### src/rtl/cmd_mem_scheduler_pkg.sv
// Shared definitions for the command record memory path: record layout,
// field widths and the scheduler state encoding. The writer packs records
// with the same struct so both sides agree on the bit layout.
package cmd_mem_scheduler_pkg;

    localparam int FREQ_W     = 48;
    localparam int RATE_W     = 32;
    localparam int TIME_W     = 64;
    localparam int NIMP_W     = 16;
    localparam int TYPE_W     = 2;
    localparam int TDUR_W     = 32;
    localparam int LATE_CNT_W = 16;

    // Record layout, MSB first; total width is CMD_REC_W
    typedef struct packed {
        logic [FREQ_W-1:0] freq;
        logic [FREQ_W-1:0] freq_step;
        logic [RATE_W-1:0] freq_rate;
        logic [TIME_W-1:0] time_start;
        logic [NIMP_W-1:0] n_impulse;
        logic [TYPE_W-1:0] cmd_type;
        logic [TDUR_W-1:0] ti;
        logic [TDUR_W-1:0] tp;
        logic [TDUR_W-1:0] tblank1;
        logic [TDUR_W-1:0] tblank2;
    } cmd_rec_t;

    localparam int CMD_REC_W = $bits(cmd_rec_t);

    typedef enum logic [2:0] {
        IDLE,
        READ,
        CHECK,
        WAIT,
        ISSUE
    } sched_state_t;

    // A record is late when its start time lies strictly in the past
    function automatic logic is_late(input logic [TIME_W-1:0] time_start,
                                     input logic [TIME_W-1:0] time_now);
        return time_start < time_now;
    endfunction

    // A record may go out once system time has reached its start time
    function automatic logic is_due(input logic [TIME_W-1:0] time_start,
                                    input logic [TIME_W-1:0] time_now);
        return time_now >= time_start;
    endfunction

endpackage

### src/rtl/cmd_mem_scheduler_if.sv
// Command handshake from the scheduler to the pulse-train generator.
// The scheduler drives the record fields and cmd_valid; the generator
// answers with cmd_ready.
interface cmd_mem_scheduler_if;
    import cmd_mem_scheduler_pkg::*;

    logic                  cmd_valid;
    logic                  cmd_ready;
    logic [FREQ_W-1:0]     cmd_freq;
    logic [FREQ_W-1:0]     cmd_freq_step;
    logic [RATE_W-1:0]     cmd_freq_rate;
    logic [TDUR_W-1:0]     cmd_ti;
    logic [TDUR_W-1:0]     cmd_tp;
    logic [TDUR_W-1:0]     cmd_tblank1;
    logic [TDUR_W-1:0]     cmd_tblank2;
    logic [TIME_W-1:0]     cmd_time_start;
    logic [NIMP_W-1:0]     cmd_n_impulse;
    logic [TYPE_W-1:0]     cmd_type;

    modport master (
        output cmd_valid,
        output cmd_freq,
        output cmd_freq_step,
        output cmd_freq_rate,
        output cmd_ti,
        output cmd_tp,
        output cmd_tblank1,
        output cmd_tblank2,
        output cmd_time_start,
        output cmd_n_impulse,
        output cmd_type,
        input  cmd_ready
    );

    modport slave (
        input  cmd_valid,
        input  cmd_freq,
        input  cmd_freq_step,
        input  cmd_freq_rate,
        input  cmd_ti,
        input  cmd_tp,
        input  cmd_tblank1,
        input  cmd_tblank2,
        input  cmd_time_start,
        input  cmd_n_impulse,
        input  cmd_type,
        output cmd_ready
    );

endinterface

### src/rtl/cmd_mem_scheduler.sv
// Command memory scheduler: pulls pending records from the shared command
// memory in FIFO order, holds each one until system time reaches its start
// time, then hands it to the pulse-train generator. Records whose start time
// has already passed when they are examined are dropped and counted.
module cmd_mem_scheduler
    import cmd_mem_scheduler_pkg::*;
#(
    parameter int ADDR_W = 8,
    parameter int RD_LAT = 2,
    parameter int REC_W  = 338
) (
    input  logic                  CLK,
    input  logic                  rst_n,
    input  logic [TIME_W-1:0]     TIME_NOW,
    input  logic [ADDR_W-1:0]     wr_ptr,
    output logic [ADDR_W-1:0]     rd_ptr,
    output logic [ADDR_W-1:0]     rdaddress,
    output logic                  rden,
    input  logic [REC_W-1:0]      rd_q,
    input  logic                  flush,
    cmd_mem_scheduler_if.master   cmd,
    output logic                  late_err,
    output logic [LATE_CNT_W-1:0] late_cnt,
    output logic                  busy
);

    // Last READ cycle: rd_q holds valid data RD_LAT cycles after rden
    localparam logic [1:0] RD_LAST = 2'(RD_LAT - 1);

    sched_state_t  state;
    sched_state_t  state_nxt;
    logic [1:0]    rd_cnt;
    cmd_rec_t      rec_q;

    logic          pending;
    logic          rd_done;
    logic          rec_late;
    logic          rec_due;
    logic          accept;
    logic          drop;

    logic          rden_c;
    logic          valid_c;
    logic          late_err_c;
    logic          busy_c;

    // Saturating increment so the late counter sticks at its maximum
    function automatic logic [LATE_CNT_W-1:0] sat_inc(input logic [LATE_CNT_W-1:0] v);
        return (v == {LATE_CNT_W{1'b1}}) ? v : v + LATE_CNT_W'(1);
    endfunction

    assign pending  = (rd_ptr != wr_ptr);
    assign rd_done  = (rd_cnt == RD_LAST);
    assign rec_late = is_late(rec_q.time_start, TIME_NOW);
    assign rec_due  = is_due(rec_q.time_start, TIME_NOW);
    assign accept   = (state == ISSUE) && cmd.cmd_ready && !flush;
    assign drop     = (state == CHECK) && rec_late && !flush;

    // State register
    always_ff @(posedge CLK or negedge rst_n) begin
        if (!rst_n) begin
            state <= IDLE;
        end else begin
            state <= state_nxt;
        end
    end

    // Next-state decode; flush returns to IDLE from anywhere
    always_comb begin
        state_nxt = state;
        if (flush) begin
            state_nxt = IDLE;
        end else begin
            unique case (state)
                IDLE:    if (pending)       state_nxt = READ;
                READ:    if (rd_done)       state_nxt = CHECK;
                CHECK:   state_nxt = rec_late ? IDLE : WAIT;
                WAIT:    if (rec_due)       state_nxt = ISSUE;
                ISSUE:   if (cmd.cmd_ready) state_nxt = IDLE;
                default: state_nxt = IDLE;
            endcase
        end
    end

    // Moore/Mealy outputs of the FSM
    always_comb begin
        rden_c     = 1'b0;
        valid_c    = 1'b0;
        late_err_c = 1'b0;
        busy_c     = (state != IDLE);
        unique case (state)
            IDLE:    rden_c     = pending && !flush;
            CHECK:   late_err_c = rec_late && !flush;
            ISSUE:   valid_c    = 1'b1;
            default: ;
        endcase
    end

    // Read latency counter, running only while waiting for rd_q
    always_ff @(posedge CLK or negedge rst_n) begin
        if (!rst_n) begin
            rd_cnt <= 2'd0;
        end else if (state == READ && !rd_done) begin
            rd_cnt <= rd_cnt + 2'd1;
        end else begin
            rd_cnt <= 2'd0;
        end
    end

    // Record register: capture memory data on the last READ cycle
    always_ff @(posedge CLK or negedge rst_n) begin
        if (!rst_n) begin
            rec_q <= '0;
        end else if (state == READ && rd_done) begin
            rec_q <= rd_q;
        end
    end

    // Read pointer: resync on flush, advance on issue or drop
    always_ff @(posedge CLK or negedge rst_n) begin
        if (!rst_n) begin
            rd_ptr <= '0;
        end else if (flush) begin
            rd_ptr <= wr_ptr;
        end else if (accept || drop) begin
            rd_ptr <= rd_ptr + ADDR_W'(1);
        end
    end

    // Late-drop counter; flush leaves it untouched
    always_ff @(posedge CLK or negedge rst_n) begin
        if (!rst_n) begin
            late_cnt <= '0;
        end else if (drop) begin
            late_cnt <= sat_inc(late_cnt);
        end
    end

    assign rdaddress = rd_ptr;
    assign rden      = rden_c;
    assign late_err  = late_err_c;
    assign busy      = busy_c;

    assign cmd.cmd_valid      = valid_c;
    assign cmd.cmd_freq       = rec_q.freq;
    assign cmd.cmd_freq_step  = rec_q.freq_step;
    assign cmd.cmd_freq_rate  = rec_q.freq_rate;
    assign cmd.cmd_time_start = rec_q.time_start;
    assign cmd.cmd_n_impulse  = rec_q.n_impulse;
    assign cmd.cmd_type       = rec_q.cmd_type;
    assign cmd.cmd_ti         = rec_q.ti;
    assign cmd.cmd_tp         = rec_q.tp;
    assign cmd.cmd_tblank1    = rec_q.tblank1;
    assign cmd.cmd_tblank2    = rec_q.tblank2;

endmodule

### src/flat_wrapper.sv
// flat-port wrapper written by rule: the top's interface ports become plain ports
module cmd_mem_scheduler_flat import cmd_mem_scheduler_pkg::*;
#(
    parameter int ADDR_W = 8,
    parameter int RD_LAT = 2,
    parameter int REC_W  = 338
)
  (CLK, rst_n, TIME_NOW, wr_ptr, rd_ptr, rdaddress, rden, rd_q, flush, late_err, late_cnt, busy, cmd_cmd_valid, cmd_cmd_freq, cmd_cmd_freq_step, cmd_cmd_freq_rate, cmd_cmd_ti, cmd_cmd_tp, cmd_cmd_tblank1, cmd_cmd_tblank2, cmd_cmd_time_start, cmd_cmd_n_impulse, cmd_cmd_type, cmd_cmd_ready);
  cmd_mem_scheduler_if cmd_i ();
  input  logic CLK;
  input  logic rst_n;
  input  logic [TIME_W-1:0] TIME_NOW;
  input  logic [ADDR_W-1:0] wr_ptr;
  output logic [ADDR_W-1:0] rd_ptr;
  output logic [ADDR_W-1:0] rdaddress;
  output logic rden;
  input  logic [REC_W-1:0] rd_q;
  input  logic flush;
  output logic late_err;
  output logic [LATE_CNT_W-1:0] late_cnt;
  output logic busy;
  output wire logic [$bits(cmd_i.cmd_valid)-1:0] cmd_cmd_valid;
  output wire logic [$bits(cmd_i.cmd_freq)-1:0] cmd_cmd_freq;
  output wire logic [$bits(cmd_i.cmd_freq_step)-1:0] cmd_cmd_freq_step;
  output wire logic [$bits(cmd_i.cmd_freq_rate)-1:0] cmd_cmd_freq_rate;
  output wire logic [$bits(cmd_i.cmd_ti)-1:0] cmd_cmd_ti;
  output wire logic [$bits(cmd_i.cmd_tp)-1:0] cmd_cmd_tp;
  output wire logic [$bits(cmd_i.cmd_tblank1)-1:0] cmd_cmd_tblank1;
  output wire logic [$bits(cmd_i.cmd_tblank2)-1:0] cmd_cmd_tblank2;
  output wire logic [$bits(cmd_i.cmd_time_start)-1:0] cmd_cmd_time_start;
  output wire logic [$bits(cmd_i.cmd_n_impulse)-1:0] cmd_cmd_n_impulse;
  output wire logic [$bits(cmd_i.cmd_type)-1:0] cmd_cmd_type;
  input wire logic [$bits(cmd_i.cmd_ready)-1:0] cmd_cmd_ready;
  assign cmd_cmd_valid = cmd_i.cmd_valid;
  assign cmd_cmd_freq = cmd_i.cmd_freq;
  assign cmd_cmd_freq_step = cmd_i.cmd_freq_step;
  assign cmd_cmd_freq_rate = cmd_i.cmd_freq_rate;
  assign cmd_cmd_ti = cmd_i.cmd_ti;
  assign cmd_cmd_tp = cmd_i.cmd_tp;
  assign cmd_cmd_tblank1 = cmd_i.cmd_tblank1;
  assign cmd_cmd_tblank2 = cmd_i.cmd_tblank2;
  assign cmd_cmd_time_start = cmd_i.cmd_time_start;
  assign cmd_cmd_n_impulse = cmd_i.cmd_n_impulse;
  assign cmd_cmd_type = cmd_i.cmd_type;
  assign cmd_i.cmd_ready = cmd_cmd_ready;
  cmd_mem_scheduler #(.ADDR_W(ADDR_W), .RD_LAT(RD_LAT), .REC_W(REC_W)) u_core (.CLK(CLK), .rst_n(rst_n), .TIME_NOW(TIME_NOW), .wr_ptr(wr_ptr), .rd_ptr(rd_ptr), .rdaddress(rdaddress), .rden(rden), .rd_q(rd_q), .flush(flush), .cmd(cmd_i), .late_err(late_err), .late_cnt(late_cnt), .busy(busy));
endmodule
### config.mk
export PLATFORM = sky130hd
export DESIGN_NAME = cmd_mem_scheduler_flat
export DESIGN_NICKNAME = d
export VERILOG_FILES = /design/src/rtl/cmd_mem_scheduler_pkg.sv /design/src/rtl/cmd_mem_scheduler_if.sv /design/src/rtl/cmd_mem_scheduler.sv /design/src/flat_wrapper.sv
export SDC_FILE = /design/constraint.sdc
export NUM_CORES = 1
export LEC_CHECK = 0
export BUFFER_PORTS_ARGS = -buffer_cell sky130_fd_sc_hd__buf_2
export CORE_AREA = 2 2 302 304
export DETAILED_ROUTE_END_ITERATION = 10
export DIE_AREA = 0 0 304 306
export PLACE_DENSITY = 0.46
export RECOVER_POWER = 100
export SETUP_SLACK_MARGIN = 0.15
export SLEW_MARGIN = 20
export SYNTH_ARGS = -nofsm -noshare
export SYNTH_HDL_FRONTEND = slang
export SYNTH_SLANG_ARGS = --single-unit
### constraint.sdc
create_clock -name CLK -period 2.3 [get_ports CLK]
set_input_delay 0.115 -clock CLK [delete_from_list [all_inputs] [get_ports CLK]]
set_output_delay 0.115 -clock CLK [all_outputs]
set_load 0.05 [all_outputs]
; Yosys cells after proc, flatten, opt, wreduce, memory -nomap -nowiden
; Index checks and enable logic that the tools add are counted.
[word_totals]
inputBits = 414
output_inout_bits = 374
word_cells = 60
register_bits = 367
[op_classes]
eq_ne = 11
add_sub_neg = 3
reduce_logical = 16
magnitude_cmp = 2
bitwise_logic = 1
mux = 13
[ops]
columns = cell, n
row1 = 64-bit >= comparator, 1
row2 = 64-bit less-than comparator, 1
row3 = 16-bit by 1-bit adder with 16-bit output (second input constant), 1
row4 = 16-bit equality test (second input constant), 1
row5 = 8-bit two-way mux, 2
row6 = 3-bit two-way mux, 5
row7 = 3-bit one-hot mux with 5 select lines, 1
row8 = 3-bit by 2-bit != test with 1-bit output (second input constant), 3
row9 = 8-bit by 1-bit adder with 8-bit output (second input constant), 1
row10 = 1-bit logical AND, 8
row11 = 8-bit != test, 1
row12 = 3-bit by 2-bit equality test with 1-bit output (second input constant), 2
row13 = 2-bit two-way mux, 2
row14 = 4-bit AND reduction, 1
row15 = 3-bit by 1-bit equality test with 1-bit output (second input constant), 1
row16 = 3-bit equality test (second input constant), 1
row17 = 3-bit logical NOT, 1
row18 = 1-bit two-way mux, 3
row19 = 3-bit != test (second input constant), 1
row20 = 3-bit nonzero test, 1
row21 = 2-bit by 1-bit adder with 2-bit output (second input constant), 1
row22 = 2-bit by 1-bit equality test with 1-bit output (second input constant), 1
row23 = 1-bit logical NOT, 2
row24 = 2-bit AND reduction, 1
row25 = other kinds (3), 3

; Logic depth before layout (Yosys ltp)
; Gate-level depths: netlist of run 1.
[depth]
depth_word = 6
ltp_mapped = 10
depth_no_buf = 9

; Least setup slack after synthesis of run 1
; Ideal clock, no wire load.
[synth_path]
path_kind = register to output
start = reg u_core.rec_q (netlist bit u_core.cmd.cmd_time_start[63])
end = out late_err
path_stages_with_launch = 9
required_ns = 2.185
path_buffers = 1
t_arrival_ns = 2.892
path_slack_ns = -0.707
cell_sequence = dfrtp_1 -> inv_1 -> ha_1 -> nand4_4 -> or4_1 -> o211ai_2 -> nor4_4 -> buf_4 -> nor2_1
[synth_via]
elab_chain_cells = 3
[synth_rtl]
columns = element, line_no
row1 = start: declaration, cmd_mem_scheduler.sv:33  ; cmd_rec_t rec_q;
row2 = start signal: assignment, cmd_mem_scheduler.sv:115  ; rec_q <= rd_q;
row3 = 64-bit less-than comparator, cmd_mem_scheduler_pkg.sv:41  ; return time_start < time_now;
row4 = 1-bit logical AND, cmd_mem_scheduler.sv:93  ; CHECK: late_err_c = rec_late && !flush;
row5 = 1-bit two-way mux, cmd_mem_scheduler.sv:91  ; unique case (state)
row6 = end: declaration, flat_wrapper.sv:19  ; output logic late_err;
; Every way passes these cells.

; Final worst setup path of run 1
[layout_path]
start = reg u_core.rec_q (netlist bit u_core.cmd.cmd_time_start[59])
end = out late_err
; Same word-level chain as after synthesis.

==> results.py, run 1 <==
metrics = {
    "cells_and_area": {
        "area_growth_pct": 72.48,
        "fin_nets": 2958,
        "postLayoutCoreUtil_pct": 30.82,
        "final_area_um2": 27610,
        "final_common_cell": "buf_2",
        "nFillCells": 9313,
        "drive_gt1_share_pct": 41.38,
        "final_cell_mix": "413 x buf_2, 386 x clkbuf_1, 347 x dlygate4sd3_1",
    },
    "power": {
        "seq_power_share_pct": 26.9,
        "internal-power_uw": 20860,
        "max-vdd-ir-drop_v": 0.0009996,
        "p_leak_uw": 0.01200,
        "p_switching_uw": 21740,
        "combPwrFrac_pct": 55.1,
        "clockPowerShare_pct": 18.0,
        "swShare_pct": 51.03,
        "p_per_area_nw_per_um2": 1543,
    },
    "worst_setup_path": {
        "rr_startpoint": "u_core.cmd.cmd_time_start[59]",
        "worstSetupEndpointType": "primary output",
        "worst_setup_path_start_kind": "flip-flop",
        "r2r_slack_ns": -0.62,
        "crit_required_ns": 2.18,
        "cp_slowest_cell": "or4_1",
        "cp_max_fo": 4,
        "worstSetupStartpoint": "u_core.cmd.cmd_time_start[59]",
        "crit_path_end": "late_err",
        "worstPathCellList": "inv_1 > ha_4 > nand4_4 > buf_4 > or4_1 > o211ai_2 > nor4_4 > buf_6 > buf_8 > nor2_4 > buf_12",
        "cp.arrival_ns": 2.93,
        "max_stage_delay_ns": 0.50,
        "rr_endpoint": "u_core.state[1]",
        "critPathKind": "flip-flop to primary output",
        "rr_worst_depth": 12,
        "cp.depth": 11,
        "path_buf_inv": 5,
        "path_delay_family": "simple AND/OR/NAND/NOR gates",
    },
    "die": {
        "dieArea_um2": 93020,
        "io_pins": 788,
        "rows": 110,
        "initial_core_util_pct": 17.87,
        "dieHeight_um": 306,
        "core_area_um2": 89600,
        "die_w_um": 304,
    },
    "yosys": {
        "synth_top_family_by_area": "multiplexers",
        "ys_ff_latch": 367,
        "synthSimpleGateAreaFrac_pct": 7.285,
        "synthMuxAreaShare_pct": 19.56,
        "synthXorXnorAreaFrac_pct": 1.149,
        "synth_adder_area_share_pct": 5.237,
        "yosysUniqueCellTypes": 56,
        "synth_enable_flop_cells": 0,
        "synthCells": 1237,
        "synthesis.area_um2": 16010,
        "ys_seq_area_share_pct": 57.37,
        "syn_nets": 1718,
        "avgSynthCellArea_um2": 12.94,
        "async_flop_share_pct": 100.0,
        "ys.flop_type": "dfrtp_1",
        "synth_compound_area_share_pct": 5.690,
        "ys_warn_count": 0,
    },
    "grt": {
        "first_global_vias": 16410,
        "antenna_found_initial": 2,
        "grt.overflow.total": 0,
        "grt_max_degree": 63,
        "globalRouteTotalUtil_pct": 13.27,
        "grt_first_pass_wirelength_um": 97490,
    },
    "flow_run": {
        "maxCapViolCount": 1,
    },
    "outcome": {
        "outcome": "finished with violations",
        "violations": "max-capacitance violations, max-slew violations, negative setup slack",
    },
    "clocking": {
        "cts_root_buf": "clkbuf_16",
        "cts_tree": "done",
        "clock-sinks": 367,
        "cts_buffer_depth": 3,
        "clock_latency_ns": 0.58,
        "htreeDepth": 2,
        "clk_pin_slew_ns": 0.06,
        "numCtsBuffers": 46,
    },
    "sta": {
        "hold_violations": 0,
        "finalSetupViolCount": 156,
        "fin_ws_ns": -0.7465,
        "worstMarginPinSlew_ns": 1.835,
        "tns_ns": -20.90,
        "period_share_pct": 132.5,
        "skew_ns": 0.01935,
        "maxSlewViolCount": 56,
        "fin_crit_ns": 3.047,
        "timing.fmax_ghz": 0.3282,
        "max_slew_margin_pct": -22.36,
        "rsz0062_at_grt": "true",
    },
    "placement": {
        "port_buffers": 787,
        "place_area_um2": 22320,
        "gp_congestion": 0.8666,
        "place_ws_ns": -0.6380,
        "hpwl_um": 47520,
    },
    "drt": {
        "wl_per_cell_um": 17.30,
        "vias": 14820,
        "drtIter0Drc": 569,
        "first_pass_iters": 4,
        "drc": 0,
        "routed_wirelength_um": 63820,
        "ant_nets": 0,
        "via_per_inst": 4.016,
    },
    "min_path": {
        "hold_class": "input pin to flip-flop",
    },
}
-- registers in the layout, summed over array words and instances (netlist names), 32 cells and up --
signal,cells
u_core.cmd.cmd_tblank2,32
u_core.cmd.cmd_freq_rate,32
u_core.cmd.cmd_ti,32
u_core.cmd.cmd_time_start,64
u_core.cmd.cmd_tblank1,32
u_core.cmd.cmd_freq,48
u_core.cmd.cmd_tp,32
u_core.cmd.cmd_freq_step,48
-- worst min-delay path, cell delays in order --
cell and delay, ns:
buf_2 0.10, buf_4 0.29, a21oi_2 0.05
-- layout make-up --
class	count	area, um2	share of cell area, %
inverters	74	277.8	1.006
clock buffers	65	1314	4.758
diodes	1	2.502	0.009063
repair buffers	1256	8133	29.46
multi-input cells	732	6872	24.89
clock inverters	19	286.5	1.038
well taps	1176	1471	5.329
flip-flops and latches	367	9254	33.52
-- layer usage --
layer,global-route usage (%),share of wire [%],vias to the layer above
li1,-,-,6844
met5,0,0,-
met3,2.751,5.1,91
met4,4.084,2.6,0
met1,15.07,39,7394
met2,24.75,53,489
-- what timing repair did --
action,CTS,global route
setup buffers,13,9
endpoints found under the hold margin,520,0
endpoints found under the setup margin,278,101
pin swaps,33,28
cloned,4,1
hold buffers,347,0
resized for setup,67,32
-- cells by family after synthesis --
logic type                 Yosys count
DFF                                367
AOI/OAI and AO/OA                  151
buffers and inverters              138
and+or+nand+nor                    215
adders and majority gates           67
xor gates and xnor gates            21
muxes                              278
-- power groups by stage --
stage | sequential (uW) | combinational [uW] | clock [uW]
after floorplan | 22000 | 5810 | 0
after global placement | 11300 | 23000 | 0
after detailed placement | 11400 | 23200 | 0
after CTS | 11400 | 24400 | 7910
after global routing | 11900 | 24700 | 8200
final | 11500 | 23500 | 7660
-- synthesized netlist by cell type, types with 3 or more instances --
cell type,instances,area (um2)
a21o_1,9,67.56
a21oi_1,37,185.2
a22oi_1,3,22.52
a311oi_1,5,43.79
and3_1,8,50.05
buf_1,4,15.01
buf_2,28,140.1
buf_4,9,67.56
clkbuf_1,22,82.58
dfrtp_1,367,9184
ha_1,67,838.3
inv_1,74,277.8
mux2_1,3,33.78
mux2_2,275,3097
nand2_1,90,337.8
nand2b_1,5,31.28
nand3_1,21,105.1
nand4_1,16,100.1
nor2_1,12,45.04
nor3_1,19,95.09
nor3b_1,4,30.03
nor4_1,7,43.79
nor4_2,4,50.05
nor4_4,3,63.81
o21ai_0,77,385.4
or3_1,9,56.30
or4_1,5,37.54
xnor2_1,9,78.83
xor2_1,12,105.1
-- through the flow --
| stage | instances | power, uW | hold slack (ns) |
|---|---|---|---|
| floorplan | 1237 | 27820 | -0.1806 |
| global placement | 3231 | 34320 | 0.1206 |
| detailed placement | 3231 | 34580 | 0.1155 |
| CTS | 3679 | 43680 | 0.007481 |
| global route | 3690 | 44710 | 0.006215 |
| finish | 3690 | 42590 | 0.02928 |
-- worst min path at each step --
stage	start	end	cells after the start
final	flush	u_core.state[2]	3
after global routing	flush	u_core.state[2]	3
after CTS	flush	u_core.state[2]	3
after detailed placement	rst_n	u_core.cmd.cmd_tblank2[13]	1
after global placement	rst_n	u_core.cmd.cmd_tblank1[25]	1
after floorplan	rst_n	u_core.cmd.cmd_freq[0]	0
(Power assumes the default switching activity.)
==> run 2, diff against run 1 <==
--- a/config.mk
+++ b/config.mk
@@ -5,10 +5,11 @@
 export SDC_FILE = /design/constraint.sdc
 export NUM_CORES = 1
 export LEC_CHECK = 0
+export ABC_AREA = 1
 export BUFFER_PORTS_ARGS = -buffer_cell sky130_fd_sc_hd__buf_2
-export CORE_AREA = 2 2 302 304
+export CORE_AREA = 2 2 304 306
 export DETAILED_ROUTE_END_ITERATION = 10
-export DIE_AREA = 0 0 304 306
+export DIE_AREA = 0 0 306 308
 export PLACE_DENSITY = 0.46
 export RECOVER_POWER = 100
 export SETUP_SLACK_MARGIN = 0.15
==> results.py, run 2 <==
metrics = {
    "cells_and_area": {
        "largest_register_ffs": 64,
        "drive_gt1_share_pct": 38.42,
        "final_common_cell": "buf_2",
        "final_area_um2": 27070,
        "area_growth_pct": 67.51,
        "fin_nets": 3062,
        "final_cell_mix": "416 x buf_2, 384 x clkbuf_1, 348 x dlygate4sd3_1",
    },
    "yosys": {
        "ys_warn_count": 0,
        "synth_enable_flop_cells": 0,
        "synthTopCellsByArea": "dfrtp_1 57%, mux2_2 19%, ha_1 5.2%",
        "async_flop_share_pct": 100.0,
        "synth_top_cell_area_share_pct": 56.83,
        "synthCells": 1345,
        "ys.flop_type": "dfrtp_1",
        "ys_ff_latch": 367,
        "synthesis.area_um2": 16160,
        "ys_seq_area_share_pct": 56.83,
        "synth_top_cell_by_area": "dfrtp_1",
        "synth_most_common_cell": "dfrtp_1",
        "yosys-top-cells-count": "367 x dfrtp_1, 275 x mux2_2, 129 x nand2_1",
        "avgSynthCellArea_um2": 12.01,
        "yosysUniqueCellTypes": 39,
        "syn_nets": 1826,
    },
    "min_path": {
        "hold_class": "input pin to flip-flop",
        "hold_start": "flush",
    },
    "die": {
        "die_w_um": 306,
        "initial_core_util_pct": 17.76,
        "io_pins": 788,
        "dieHeight_um": 308,
        "dieArea_um2": 94250,
        "core_area_um2": 90970,
        "rows": 111,
    },
    "sta": {
        "maxSlewViolCount": 65,
        "fin_crit_ns": 2.682,
        "rsz0062_at_grt": "true",
        "timing.fmax_ghz": 0.3729,
        "skew_ns": 0.01504,
        "worstMarginPinSlew_ns": 2.199,
        "max_slew_margin_pct": -46.62,
        "hold_violations": 0,
        "period_share_pct": 116.6,
        "fin_ws_ns": -0.3818,
        "finalSetupViolCount": 114,
    },
    "placement": {
        "port_buffers": 787,
        "hpwl_um": 49440,
        "gp_congestion": 0.8221,
        "place_area_um2": 22360,
    },
    "drt": {
        "first_pass_iters": 5,
        "vias": 14520,
        "via_per_inst": 3.816,
        "dr_wl_met2_um": 32770,
        "routed.top_layer": "met5",
        "drc": 0,
        "wl_met3_um": 4176,
        "wl_met1_um": 25380,
        "wl_per_cell_um": 16.81,
        "drtIter0Drc": 553,
        "routed_wirelength_um": 63940,
        "ant_nets": 0,
    },
    "worst_setup_path": {
        "worstSetupEndpointType": "primary output",
        "worst_setup_path_start_kind": "flip-flop",
        "path_delay_family": "simple AND/OR/NAND/NOR gates",
        "cp_slowest_cell": "dfrtp_2",
        "worstSetupStartpoint": "u_core.cmd.cmd_time_start[5]",
        "crit_required_ns": 2.18,
        "path_buf_inv": 3,
        "cp_max_fo": 2,
        "critPathKind": "flip-flop to primary output",
        "max_stage_delay_ns": 0.36,
        "cp.arrival_ns": 2.57,
        "path_common_cell": "nand2_1",
        "rr_startpoint": "u_core.cmd.cmd_time_start[5]",
        "worstPathCellList": "inv_2 > ha_4 > nand2_1 > nor2_2 > nand2_1 > nand2_1 > buf_12 > nand2_1 > nand2_1 > nand2_2 > nand2_4 > nand2_4 > nand2_4 > nand3_4 > nor2_8 > buf_8",
    },
    "clocking": {
        "cts_buffer_depth": 3,
        "clk_pin_slew_ns": 0.05,
        "htreeDepth": 2,
        "clock-sinks": 367,
        "numCtsBuffers": 46,
        "clock_latency_ns": 0.57,
        "cts_tree": "done",
        "cts_root_buf": "clkbuf_16",
    },
    "grt": {
        "grt_max_degree": 68,
        "grt_first_pass_wirelength_um": 94670,
        "first_global_vias": 15540,
        "globalRouteTotalUtil_pct": 13.07,
        "antenna_found_initial": 7,
        "grt.overflow.total": 0,
    },
    "outcome": {
        "outcome": "finished with violations",
        "violations": "max-capacitance violations, max-slew violations, negative setup slack",
    },
    "power": {
        "max-vdd-ir-drop_v": 0.0008660,
        "p_per_area_nw_per_um2": 1548,
        "p_leak_uw": 0.01250,
        "p_total_uw": 41910,
    },
    "flow_run": {
        "maxCapViolCount": 1,
    },
}
==> run 2: cell count changes after synthesis, sizes merged, moves of 9 or more <==
cell,change
nand4,-12
nor4,-9
o21bai,+17
or3,-9
nand3,+17
o21ai,-56
nor2,+84
inv,+42
a21oi,+59
nand2,+44
==> run 2: repair_timing <==
item | CTS | global route
gates resized for setup | 35 | 16
setup buffers | 5 | 4
hold endpoints to repair | 417 | 0
setup endpoints to repair | 29 | 29
gates cloned | 0 | 1
hold buffers | 348 | 0
pin swaps | 18 | 9
==> run 2: layout make-up <==
cell class / instances / area (um2)
Timing Repair Buffer: 1247 / 7913
Multi-Input combinational cell: 801 / 6481
Antenna cell: 5 / 12.51
Sequential cell: 367 / 9264
Clock inverter: 7 / 67.56
Fill cell: 9632 / 63900
Clock buffer: 73 / 1404
Inverter: 118 / 442.9
Tap cell: 1186 / 1484
==> run 2: power by group <==
group | switching (uW) | internal [uW]
Clock | 2880 | 4260
Sequential | 1810 | 9750
Combinational | 17100 | 6110
==> run 2: kinds of logic after synthesis <==
| group | after synthesis | share of synthesized area (%) |
|---|---|---|
| flops | 367 | 56.83 |
| simple gates | 296 | 8.200 |
| mux | 275 | 19.16 |
| buf+inv | 177 | 4.685 |
| compound gates | 140 | 4.685 |
| fa+ha+maj | 67 | 5.188 |
| xor+xnor | 23 | 1.247 |
==> run 2: routing by layer <==
metal  global-route usage, %  vias up
met5                       0        -
met4                   3.803        2
met3                   3.635       87
met2                   23.44      484
met1                   15.10     6947
li1                        -     6997
==> run 2: worst paths after layout <==
check	endpoint	slack (ns)	depth (start not counted)
setup / recovery	late_err	-0.38	16
hold / removal	u_core.rd_ptr[1]	0.09	5
setup reg to reg	u_core.late_cnt[1]	-0.14	19
hold reg to reg	u_core.rd_cnt[0]	0.43	1
max in group asynchronous	u_core.cmd.cmd_time_start[44]	0.10	2
min in group asynchronous	u_core.cmd.cmd_tp[27]	0.69	2
==> run 2: stage by stage <==
stage | hold slack [ns] | TNS [ns] | worst slack [ns] | cells | util (%)
final | 0.08546 | -6.927 | -0.3818 | 3804 | 29.76
after global routing | 0.08171 | -60.35 | -0.5991 | 3801 | 29.75
after CTS | 0.02220 | -2.599 | -0.5324 | 3794 | 30.25
after detailed placement | 0.1810 | -9.993 | -0.4179 | 3361 | 24.58
after global placement | 0.1796 | -9.231 | -0.3857 | 3361 | 24.58
after floorplan | -0.1806 | 0 | 0.1035 | 1345 | -
==> run 2: tightest hold or removal path, stage by stage <==
cell	delay (ns)
buf_2	0.22
nand2_1	0.11
nand2_1	0.05
nand2_1	0.05
o21ai_1	0.05
==> run 3, diff against run 2 <==
--- a/config.mk
+++ b/config.mk
@@ -5,12 +5,14 @@
 export SDC_FILE = /design/constraint.sdc
 export NUM_CORES = 1
 export LEC_CHECK = 0
-export ABC_AREA = 1
+export ABC_AREA = 0
 export BUFFER_PORTS_ARGS = -buffer_cell sky130_fd_sc_hd__buf_2
+export CELL_PAD_IN_SITES_DETAIL_PLACEMENT = 0
+export CELL_PAD_IN_SITES_GLOBAL_PLACEMENT = 1
 export CORE_AREA = 2 2 304 306
 export DETAILED_ROUTE_END_ITERATION = 10
 export DIE_AREA = 0 0 306 308
-export PLACE_DENSITY = 0.46
+export PLACE_DENSITY = 0.55
 export RECOVER_POWER = 100
 export SETUP_SLACK_MARGIN = 0.15
 export SLEW_MARGIN = 20
==> results.py, run 3 (same netlist as run 1, synthesis figures left out) <==
metrics = {
    "outcome": {
        "outcome": "finished with violations",
        "violations": "negative setup slack",
    },
    "power": {
        "internal-power_uw": 21550,
        "seq_power_share_pct": 26.3,
        "p_leak_uw": 0.01307,
        "max-vdd-ir-drop_v": 0.0009751,
        "combPwrFrac_pct": 56.6,
        "swShare_pct": 50.33,
        "p_switching_uw": 21840,
        "p_per_area_nw_per_um2": 1542,
        "clockPowerShare_pct": 17.1,
    },
    "grt": {
        "first_global_vias": 16400,
        "grt_max_degree": 62,
        "grt.overflow.total": 0,
        "antenna_found_initial": 9,
        "globalRouteTotalUtil_pct": 13.62,
        "grt_first_pass_wirelength_um": 99510,
    },
    "sta": {
        "hold_violations": 0,
        "skew_ns": 0.02473,
        "timing.fmax_ghz": 0.3157,
        "period_share_pct": 137.7,
        "finalSetupViolCount": 28,
        "max_slew_margin_pct": 2.857,
        "worstMarginPinSlew_ns": 1.457,
        "fin_ws_ns": -0.8677,
        "rsz0062_at_grt": "true",
        "tns_ns": -15.62,
        "fin_crit_ns": 3.168,
        "maxSlewViolCount": 0,
    },
    "drt": {
        "routed.top_layer": "met5",
        "routed_wirelength_um": 67450,
        "first_pass_iters": 7,
        "drc": 0,
        "vias": 14820,
        "wl_met1_um": 26930,
        "via_per_inst": 3.967,
        "wl_met3_um": 3958,
        "drtIter0Drc": 572,
        "ant_nets": 0,
        "dr_wl_met2_um": 34710,
        "wl_per_cell_um": 18.05,
    },
    "cells_and_area": {
        "nFillCells": 9379,
        "register_area_um2": 9255,
        "area_growth_pct": 75.84,
        "multi_input_area_um2": 6766,
        "final_common_cell": "buf_2",
        "largest_register_ffs": 64,
        "final_cell_mix": "710 x buf_2, 349 x dlygate4sd3_1, 310 x dfrtp_1",
        "drive_gt1_share_pct": 53.01,
        "fin_nets": 2990,
        "final_area_um2": 28150,
    },
    "worst_setup_path": {
        "cp.arrival_ns": 3.05,
        "r2r_slack_ns": -0.84,
        "worstSetupStartpoint": "u_core.cmd.cmd_time_start[29]",
        "rr_startpoint": "u_core.cmd.cmd_time_start[29]",
        "cp_max_fo": 3,
        "critPathKind": "flip-flop to primary output",
        "crit_path_end": "late_err",
        "worst_setup_path_start_kind": "flip-flop",
        "rr_endpoint": "u_core.late_cnt[12]",
        "rr_worst_depth": 16,
        "crit_required_ns": 2.18,
        "worstSetupEndpointType": "primary output",
    },
    "clocking": {
        "numCtsBuffers": 47,
        "clock_latency_ns": 0.59,
        "cts_root_buf": "clkbuf_16",
        "clock-sinks": 367,
        "cts_tree": "done",
        "htreeDepth": 2,
        "cts_buffer_depth": 3,
        "clk_pin_slew_ns": 0.06,
    },
    "die": {
        "dieArea_um2": 94250,
        "io_pins": 788,
        "rows": 111,
        "die_w_um": 306,
        "dieHeight_um": 308,
        "core_area_um2": 90970,
        "initial_core_util_pct": 17.60,
    },
    "placement": {
        "port_buffers": 787,
        "gp_congestion": 0.8666,
        "place_ws_ns": -0.7599,
        "place_area_um2": 22590,
        "hpwl_um": 51170,
    },
    "min_path": {
        "hold_start": "rd_q[119]",
        "hold_class": "input pin to flip-flop",
    },
    "flow_run": {
        "maxCapViolCount": 0,
    },
}
[run 3: cell types whose count changed in the layout (fill, tap and decap cells not counted), sizes merged, moves of 9 or more]
cell    previous run  this run
or3                0         9
nor4               5        14
nand4              7        19
nand3             38        21
nand2            134        90
a21oi             96        37
inv              117        75
buf              508       850
clkbuf           464       162
o21bai            17         0
o21ai             21        77
nor2              96        12
[run 3: cell type report]
cell class	instances	area share [%]
Inverter	74	0.9868
Clock buffer	74	4.823
Tap cell	1186	5.272
Sequential cell	367	32.88
Multi-Input combinational cell	732	24.04
Antenna cell	6	0.05334
Timing Repair Buffer	1287	31.31
Clock inverter	11	0.6401
[run 3: worst min path at each step]
stage,cells after the start,slack [ns],to
after global routing,3,0.26,u_core.cmd.cmd_ti[28]
after CTS,2,0.04,u_core.cmd.cmd_tblank2[16]
final,3,0.28,u_core.cmd.cmd_ti[23]
after floorplan,0,-0.18,u_core.cmd.cmd_freq[0]
after detailed placement,1,0.08,u_core.cmd.cmd_tblank2[16]
after global placement,1,0.08,u_core.cmd.cmd_tblank2[16]
[run 3: critical path, cell delays in order (launching register included)]
cell and delay (ns):
dfrtp_2 0.41, inv_2 0.08, ha_4 0.21, nand4_1 0.17, buf_4 0.16, nor4_4 0.04
buf_4 0.16, nand4_4 0.11, buf_6 0.12, nor4_4 0.03, buf_4 0.15, or4_4 0.44
buf_6 0.14, nor2_4 0.11, buf_8 0.15
[run 3: power by group through the flow]
stage | combinational, uW | clock (uW) | sequential (uW)
after global placement | 23600 | 0 | 11300
after global routing | 25900 | 7950 | 11800
after floorplan | 5810 | 0 | 22000
final | 24600 | 7410 | 11400
after detailed placement | 23800 | 0 | 11400
after CTS | 24800 | 7700 | 11400
[run 3: what timing repair did]
| action | in CTS | in global routing |
|---|---|---|
| hold buffers | 349 | 0 |
| endpoints found under the setup margin | 274 | 291 |
| gates cloned | 0 | 4 |
| hold endpoints to repair | 660 | 0 |
| setup buffers | 10 | 11 |
| gates resized for setup | 50 | 30 |
| pin swaps | 19 | 16 |
[run 3: layer usage]
layer / vias up / global-route usage, %
met4: 6 / 4.147
met1: 7320 / 15.62
met3: 100 / 3.381
li1: 6918 / -
met5: - / 0
met2: 479 / 24.80
[run 3: metrics by stage]
step / power [uW] / utilization (%) / hold slack [ns] / std cells
floorplan: 27820 / - / -0.1806 / 1237
global placement: 34930 / 24.83 / 0.08111 / 3272
detailed placement: 35160 / 24.83 / 0.08477 / 3272
CTS: 43850 / 30.75 / 0.04412 / 3716
global route: 45660 / 30.94 / 0.2632 / 3735
finish: 43400 / 30.94 / 0.2850 / 3737
